File: src/rtl/axi4_lite_pkg.sv
`default_nettype none
// ============================================================================
// Module      : axi4_lite_pkg
// Description : Shared AXI4-lite response codes and grant index type.
// Revision    : 1.0 - initial release
// ============================================================================
package axi4_lite_pkg;

   localparam logic [1:0] RESP_OKAY   = 2'b00;
   localparam logic [1:0] RESP_EXOKAY = 2'b01;
   localparam logic [1:0] RESP_SLVERR = 2'b10;
   localparam logic [1:0] RESP_DECERR = 2'b11;

   typedef logic grant_t;

endpackage
`default_nettype wire

File: src/rtl/axi4_lite_order_fifo.sv
`default_nettype none
// ============================================================================
// Module      : axi4_lite_order_fifo
// Description : Synchronous FIFO of grant indices, depth D, for in-order
//               response routing.
// Revision    : 1.0 - initial release
// ============================================================================
module axi4_lite_order_fifo
   import axi4_lite_pkg::*;
#(
   parameter int D  = 4,
   localparam int CW = $clog2(D + 1)
) (
   input  logic          aclk,
   input  logic          aresetn,
   input  logic          push,
   input  grant_t        push_idx,
   input  logic          pop,
   output grant_t        head,
   output logic [CW-1:0] count,
   output logic          full,
   output logic          empty
);

   localparam int PW = (D > 1) ? $clog2(D) : 1;
   localparam logic [PW-1:0] c_last  = PW'(D - 1);
   localparam logic [CW-1:0] c_depth = CW'(D);

   grant_t        r_mem [D];
   logic [PW-1:0] r_wr_ptr;
   logic [PW-1:0] r_rd_ptr;
   logic [CW-1:0] r_count;
   logic          w_push;
   logic          w_pop;

   assign empty  = (r_count == '0);
   assign full   = (r_count == c_depth);
   assign count  = r_count;
   assign head   = r_mem[r_rd_ptr];
   assign w_push = push & ~full;
   assign w_pop  = pop & ~empty;

   always_ff @(posedge aclk) begin
      if (w_push) begin
         r_mem[r_wr_ptr] <= push_idx;
      end
   end

   always_ff @(posedge aclk) begin
      if (!aresetn) begin
         r_wr_ptr <= '0;
         r_rd_ptr <= '0;
         r_count  <= '0;
      end else begin
         if (w_push) begin
            r_wr_ptr <= (r_wr_ptr == c_last) ? '0 : r_wr_ptr + 1'b1;
         end
         if (w_pop) begin
            r_rd_ptr <= (r_rd_ptr == c_last) ? '0 : r_rd_ptr + 1'b1;
         end
         case ({w_push, w_pop})
            2'b10:   r_count <= r_count + 1'b1;
            2'b01:   r_count <= r_count - 1'b1;
            default: r_count <= r_count;
         endcase
      end
   end

endmodule
`default_nettype wire

File: src/rtl/axi4_lite_arbiter_rd.sv
`default_nettype none
// ============================================================================
// Module      : axi4_lite_arbiter_rd
// Description : Two-master to one-slave AXI4-lite read arbiter, round-robin
//               registered AR, in-order R routing via an order FIFO.
// Revision    : 1.0 - initial release
// ============================================================================
module axi4_lite_arbiter_rd
   import axi4_lite_pkg::*;
#(
   parameter int A = 32,
   parameter int N = 4,
   parameter int D = 4
) (
   input  logic           aclk,
   input  logic           aresetn,
   input  logic [A-1:0]   s0_araddr,
   input  logic           s0_arvalid,
   output logic           s0_arready,
   output logic [8*N-1:0] s0_rdata,
   output logic [1:0]     s0_rresp,
   output logic           s0_rvalid,
   input  logic           s0_rready,
   input  logic [A-1:0]   s1_araddr,
   input  logic           s1_arvalid,
   output logic           s1_arready,
   output logic [8*N-1:0] s1_rdata,
   output logic [1:0]     s1_rresp,
   output logic           s1_rvalid,
   input  logic           s1_rready,
   output logic [A-1:0]   m_araddr,
   output logic           m_arvalid,
   input  logic           m_arready,
   input  logic [8*N-1:0] m_rdata,
   input  logic [1:0]     m_rresp,
   input  logic           m_rvalid,
   output logic           m_rready
);

   localparam int CW = $clog2(D + 1);
   localparam logic [CW-1:0] c_depth = CW'(D);

   logic          r_m_arvalid;
   logic [A-1:0]  r_m_araddr;
   grant_t        r_last_grant;
   grant_t        w_grant;
   grant_t        w_head;
   logic          w_can_load;
   logic          w_acc0;
   logic          w_acc1;
   logic          w_accept;
   logic          w_pop;
   logic          w_full;
   logic          w_empty;
   logic [CW-1:0] w_count;

   // Simultaneous requests go to whichever master did not win last.
   assign w_grant    = (s0_arvalid & s1_arvalid) ? ~r_last_grant : s1_arvalid;
   assign w_can_load = (~r_m_arvalid | m_arready) & ~w_full;
   assign w_acc0     = w_can_load & s0_arvalid & (w_grant == 1'b0);
   assign w_acc1     = w_can_load & s1_arvalid & (w_grant == 1'b1);
   assign w_accept   = w_acc0 | w_acc1;

   assign s0_arready = w_acc0;
   assign s1_arready = w_acc1;
   assign m_arvalid  = r_m_arvalid;
   assign m_araddr   = r_m_araddr;

   always_ff @(posedge aclk) begin
      if (!aresetn) begin
         r_m_arvalid  <= 1'b0;
         r_m_araddr   <= '0;
         r_last_grant <= 1'b1;
      end else if (w_accept) begin
         r_m_arvalid  <= 1'b1;
         r_m_araddr   <= w_acc1 ? s1_araddr : s0_araddr;
         r_last_grant <= w_acc1;
      end else if (m_arready) begin
         r_m_arvalid  <= 1'b0;
      end
   end

   axi4_lite_order_fifo #(
      .D (D)
   ) u_order_fifo (
      .aclk     (aclk),
      .aresetn  (aresetn),
      .push     (w_accept),
      .push_idx (w_acc1),
      .pop      (w_pop),
      .head     (w_head),
      .count    (w_count),
      .full     (w_full),
      .empty    (w_empty)
   );

   // Response routing follows the oldest outstanding grant; data is broadcast.
   assign s0_rvalid = m_rvalid & ~w_empty & (w_head == 1'b0);
   assign s1_rvalid = m_rvalid & ~w_empty & (w_head == 1'b1);
   assign m_rready  = ~w_empty & (w_head ? s1_rready : s0_rready);
   assign w_pop     = m_rvalid & m_rready;
   assign s0_rdata  = m_rdata;
   assign s1_rdata  = m_rdata;
   assign s0_rresp  = m_rresp;
   assign s1_rresp  = m_rresp;

   a_no_orphan_r: assert property (@(posedge aclk) disable iff (!aresetn)
      !(m_rvalid && w_empty));
   a_count_bound: assert property (@(posedge aclk) disable iff (!aresetn)
      w_count <= c_depth);

endmodule
`default_nettype wire

File: config.mk
export PLATFORM = sky130hd
export DESIGN_NAME = axi4_lite_arbiter_rd
export DESIGN_NICKNAME = d
export VERILOG_FILES = /design/src/rtl/axi4_lite_pkg.sv /design/src/rtl/axi4_lite_order_fifo.sv /design/src/rtl/axi4_lite_arbiter_rd.sv
export SDC_FILE = /design/constraint.sdc
export NUM_CORES = 1
export LEC_CHECK = 0
export ABC_AREA = 1
export BUFFER_PORTS_ARGS = -buffer_cell sky130_fd_sc_hd__buf_2
export CAP_MARGIN = 10
export CORE_MARGIN = 1
export CORE_UTILIZATION = 47
export CTS_BUF_LIST = sky130_fd_sc_hd__clkbuf_16
export CTS_CLUSTER_SIZE = 12
export DETAILED_ROUTE_END_ITERATION = 12
export GPL_TIMING_DRIVEN = 0
export MAX_ROUTING_LAYER = met4
export PLACE_DENSITY = 0.87
export SKIP_LAST_GASP = 1
export SLEW_MARGIN = 20
export SYNTH_ARGS = -nofsm -noshare
export SYNTH_HDL_FRONTEND = slang
export SYNTH_HIERARCHICAL = 1
export SYNTH_SLANG_ARGS = --single-unit
File: constraint.sdc
create_clock -name aclk -period 4.6 [get_ports aclk]
set_input_delay 0.46 -clock aclk [delete_from_list [all_inputs] [get_ports aclk]]
set_output_delay 0.46 -clock aclk [all_outputs]
set_load 0.02 [all_outputs]
### Word level (Yosys, flattened, before mapping)

Memory sizes are Yosys's and may differ from the RTL's. A register that Yosys moved wholly into a read port is not among the register bits.
Index checks and enable logic that the tools add are counted.

* add/sub/neg operators: 4
* eq/ne operators: 5
* muxes and demuxes: 12
* bitwise operators: 21
* reduce and logical (&&, ||, !) cells: 3

Operators by type and width (count)
* $mux W32: 1
* $and A1 B1 Y1: 13
* $mux W2: 4
* $eq A2 B2 Y1 const B: 3
* $mux W1: 6
* $not A1 Y1: 6
* $pmux W3 S2: 1
* $add A2 B1 Y2 const B: 2
* $reduce_bool A2 Y1: 2
* $add A3 B1 Y3 const B: 1
* $eq A3 B3 Y1 const B: 1
* $logic_not A3 Y1: 1
* $sub A3 B1 Y3 const B: 1
* $eq A2 B1 Y1 const B: 1
* $or A1 B1 Y1: 2

* register bits after elaboration: 41
* bits in writable memories: 4
* input port bits: 106
* output and inout port bits: 106
* memories: 1

Memory list
* u_order_fifo.r_mem: depth 4, width 1, read ports 1, clocked after Yosys merged registers in 1, wr ports 1, RTL line axi4_lite_order_fifo.sv:29 `grant_t r_mem [D];`

### Logic depth before layout (Yosys ltp)

* depth after elaboration: 9
* depth in mapped cells: 19
* depth with buffers taken out: 19

### Hierarchy

Netlist, hierarchy kept.

Modules (own cells, without submodules)
* axi4_lite_arbiter_rd: instances 1, cells each 440, area each 2770.2 um^2
* axi4_lite_order_fifo: instances 1, cells each 82, area each 660.6 um^2

### Least setup slack after synthesis

OpenSTA, ideal clock, no wires.

* path type: reg-to-reg
* start point: reg with a tool-made name
* end point: reg u_order_fifo.r_count[2], in the netlist u_order_fifo/count[2]
* arrival: 2.129 ns
* data required time: 4.490 ns
* slack: 2.361 ns
* stages on the path, launching flop included: 19
* cell sequence: dfxtp_1 > inv_1 > nor2_1 > nor2_1 > o21ai_0 > o21ai_0 > nor2_1 > nor4_1 > nand2_1 > inv_1 > ha_1 > inv_1 > fa_1 > inv_1 > nand2_1 > nand3_1 > nand2_1 > inv_1 > nor2_1

RTL lines
* to (signal assigned): RTL line axi4_lite_order_fifo.sv:62 `2'b10: r_count <= r_count + 1'b1;`
* to (signal assigned): RTL line axi4_lite_order_fifo.sv:63 `2'b01: r_count <= r_count - 1'b1;`
* to (signal assigned): RTL line axi4_lite_order_fifo.sv:64 `default: r_count <= r_count;`
* to (decl): RTL line axi4_lite_order_fifo.sv:32 `logic [CW-1:0] r_count;`

==> summary by stage <==
STA
Setup violations remaining at the end of the flow were counted as 0. The setup clock skew after layout is 4.66 ps. The accumulated negative setup slack is 0 ps. The final number of hold-violating endpoints is 0.

For the pin with the worst max-slew slack, the measured transition is 482 ps. Setup repair after global routing left no endpoint under its margin. The number of pins with negative max-slew slack in the final report came to 0. In this run the tightest slew margin relative to its limit is 67.8%. The worst path in the final design needs a cycle of 2560 ps, including I/O delays and setup. The worst path uses 55.6% of the clock period. Based on the critical path, the design can be clocked at up to 0.391 GHz.

Floorplanning
The floorplan step set the die height to 87.4 um. In this run the core area contains 30 standard-cell rows. The total die area is 7640 um^2.

In this run the count of I/O pins placed on the die edge is 212. The effective utilization at floorplan is 49.7%. The area of the core region is 6910 um^2. The horizontal extent of the die is 87.4 um.

Synthesis
Yosys mapped a number of flops with a built-in enable equal to 4. In this run, distinct cell masters in the synthesized netlist total 26. The number of nets in the synthesized netlist is 635. Of all cell types, the one taking the most synthesized area is dfxtp_1.

The proportion of synthesized chip area in sequential cells is 28.6%. Synthesis produced 522 cells. The commonest register cell after synthesis is dfxtp_1.

The share of the synthesized area in the top cell type is 25.1%. After synthesis the cells add up to 3430 um^2. The async set-reset flop share out of synthesis is 0%.

The per-instance average area after synthesis is 6.57 um^2. After synthesis the netlist holds a flip-flop and latch count of 47. The number of warnings printed during yosys synthesis is 6.

Yosys attributes the largest share of cell area to dfxtp_1 25%, buf_4 15%, inv_1 9.6%.

Clock tree
The number of H-tree levels is 2. Clock-pin slew was measured on the worst setup and hold paths at 60 ps. The post-CTS setup repair buffer count is 0.

CTS saw 47 sinks. In this run, CTS created clock tree buffers numbering 5. The maximum clock path buffer count is 2.

The clock tree root buffer cell is clkbuf_16. Hold repair after CTS inserted 0 buffers. The CTS tree is built.

The count of cells resized by post-cts repair is 0. The source-to-sink clock delay at the later pin of the worst-skew pair is 280 ps.

Global routing
The pin count of the biggest net entering global routing is 16. The total overflow left after global routing is 0. The initial antenna violation count is 0. The all-layer global routing usage is 22.9%. The global-route wire length before repair is 13400 um. The number of global-route vias before repair is 3217.

Critical path
The worst setup path is captured at a flop. The maximum fanout along the worst path is 3. STA puts the critical path data required time at 4780 ps.

The reg2reg setup slack is 2040 ps. The kind of start point of the critical path is a flop. STA puts the critical path data arrival time at 2740 ps. The setup path with the least slack is of type flop to flop.

Place
The global placer's final weighted congestion is 0.895. Summing all placed instances gives a cell area of 4440 um^2. The count of input and output buffers is 177. The placed wire-length estimate is 7030 um.

Power
The internal power contribution is 983 uW. Combinational cells account for 46.0% of the total power. The clock share of power is 21.3%. The post-route total power is 1650 uW. The power per unit of standard cell area is 361 nW/um^2. The leakage power is 0.00271 uW. The switching share of power is 40.5%. The analysis attributes to net switching a power of 669 uW.

The worst-case IR drop observed on VDD is 0.159 mV. Registers are responsible for 32.7% of the overall power.

Job
The tool flagged a number of max-cap violations equal to 0.

Routing
The number of vias per cell after detailed routing is 4.52. The total vias in the final route is 3632. The first-iteration detailed-routing DRC count is 119.

The detail route stage leaves a number of antenna-violating nets equal to 0. The average wire length per cell after detail routing is 10.9 um. The first detailed-routing pass took 4 iterations. The routed wire length is 8740 um. The number of remaining DRC errors is 0.

Final layout
The number of nets in the finished design is 819. The antenna diode count is 0. Cells fill 66.3% of the core in the end. The post-layout instance area is 4580 um^2.

The proportion of layout cells with a drive suffix above 1 is 41.0%. The synthesis-to-finish area growth is 33.6%.

Worst hold path
The path class of the tightest hold or removal check is flop to flop.

Outcome
The flow ran to the end, and the final reports show no timing, DRC or antenna violations.
-- power by group through the flow --
stage | Clock (uW) | Combinational (uW) | Sequential (uW)
floorplan | 0 | 494 | 601
global placement | 0 | 740 | 543
detailed placement | 0 | 761 | 548
CTS | 359 | 764 | 540
global route | 375 | 848 | 550
finish | 352 | 759 | 540
-- cells in the mapped netlist (all sizes together) (3+ instances only) --
master and number:
nor2 85, ha 6, nand3 66, nor3 3, a21oi 4, edfxtp 4
nand2 86, dfxtp 43, inv 89, buf 93, o21ai 6, o21bai 32
-- stage by stage --
step	worst slack, ps	hold slack (ps)	instances
floorplan	2360	429	522
global placement	2030	439	795
detailed placement	1990	446	795
CTS	2050	464	803
global route	1800	491	803
finish	2040	464	803
-- layout by cell type, fill, tap and decap left out, drive strengths merged --
cell type,synthesis,final
a21boi,1,1
a21oi,4,4
buf,93,270
clkbuf,0,5
clkinv,0,2
clkinvlp,0,1
dfxtp,43,43
edfxtp,4,4
fa,1,1
ha,6,6
inv,89,89
nand2,86,86
nand3,66,66
nand3b,1,1
nand4,1,1
nor2,85,85
nor3,3,3
nor4,1,1
o21ai,6,6
o21bai,32,32
-- final cells by class --
class                      instances  area, um^2
buffer                            93         646
clock buffer                       5         125
clock inverter                     3        20.0
fill                             643        2320
inverter                          89         334
multi-input combinational        293        1470
sequential                        47         981
tap                               96         120
timing repair buffer             177         886
-- state kept, by name, indices dropped and copies added (netlist names), named ones only --
name                   count
u_order_fifo/r_rd_ptr      2
m_araddr                  32
m_arvalid                  1
u_order_fifo/r_mem         4
u_order_fifo/count         3
r_last_grant               1
u_order_fifo/r_wr_ptr      2
-- routing by layer --
| metal | global-route usage (%) | vias to the layer above | part of all wire (%) |
|---|---|---|---|
| li1 | - | 1880 | - |
| met1 | 25.0 | 1577 | 40 |
| met2 | 42.3 | 164 | 51 |
| met3 | 4.64 | 11 | 8.0 |
| met4 | 5.66 | 0 | 1.1 |
| met5 | - | - | 0 |
-- worst paths after layout --
check,to,cells past startpoint,start
setup reg to reg,u_order_fifo/count[2]$_SDFFE_PN0P_,16,flop
setup / recovery,u_order_fifo/count[2]$_SDFFE_PN0P_,16,flop
hold reg to reg,r_last_grant$_SDFFE_PN1P_,2,r_last_grant$_SDFFE_PN1P_
hold / removal,r_last_grant$_SDFFE_PN1P_,2,r_last_grant$_SDFFE_PN1P_
-- logic make-up after synthesis --
kind of cell | share of synthesized area (%)
AND/OR/NAND/NOR | 30.7
adder cells (fa/ha/maj) | 2.77
flip-flops | 28.6
AO/OA/AOI/OAI | 9.34
buffers and inverters | 28.6
-- critical path, cell delays in order, from the launching register on --
cell and delay, ps:
dfxtp_1 320, inv_1 70, nor2_1 40, o21ai_0 280, nor2_1 120, nor4_1 420
nand2_1 190, inv_1 90, ha_1 170, inv_1 70, fa_1 370, inv_1 70
nand2_1 60, nand3_1 70, nand2_1 50, inv_1 50, nor2_1 30
Note: power is estimated with default switching activity, not from simulation.
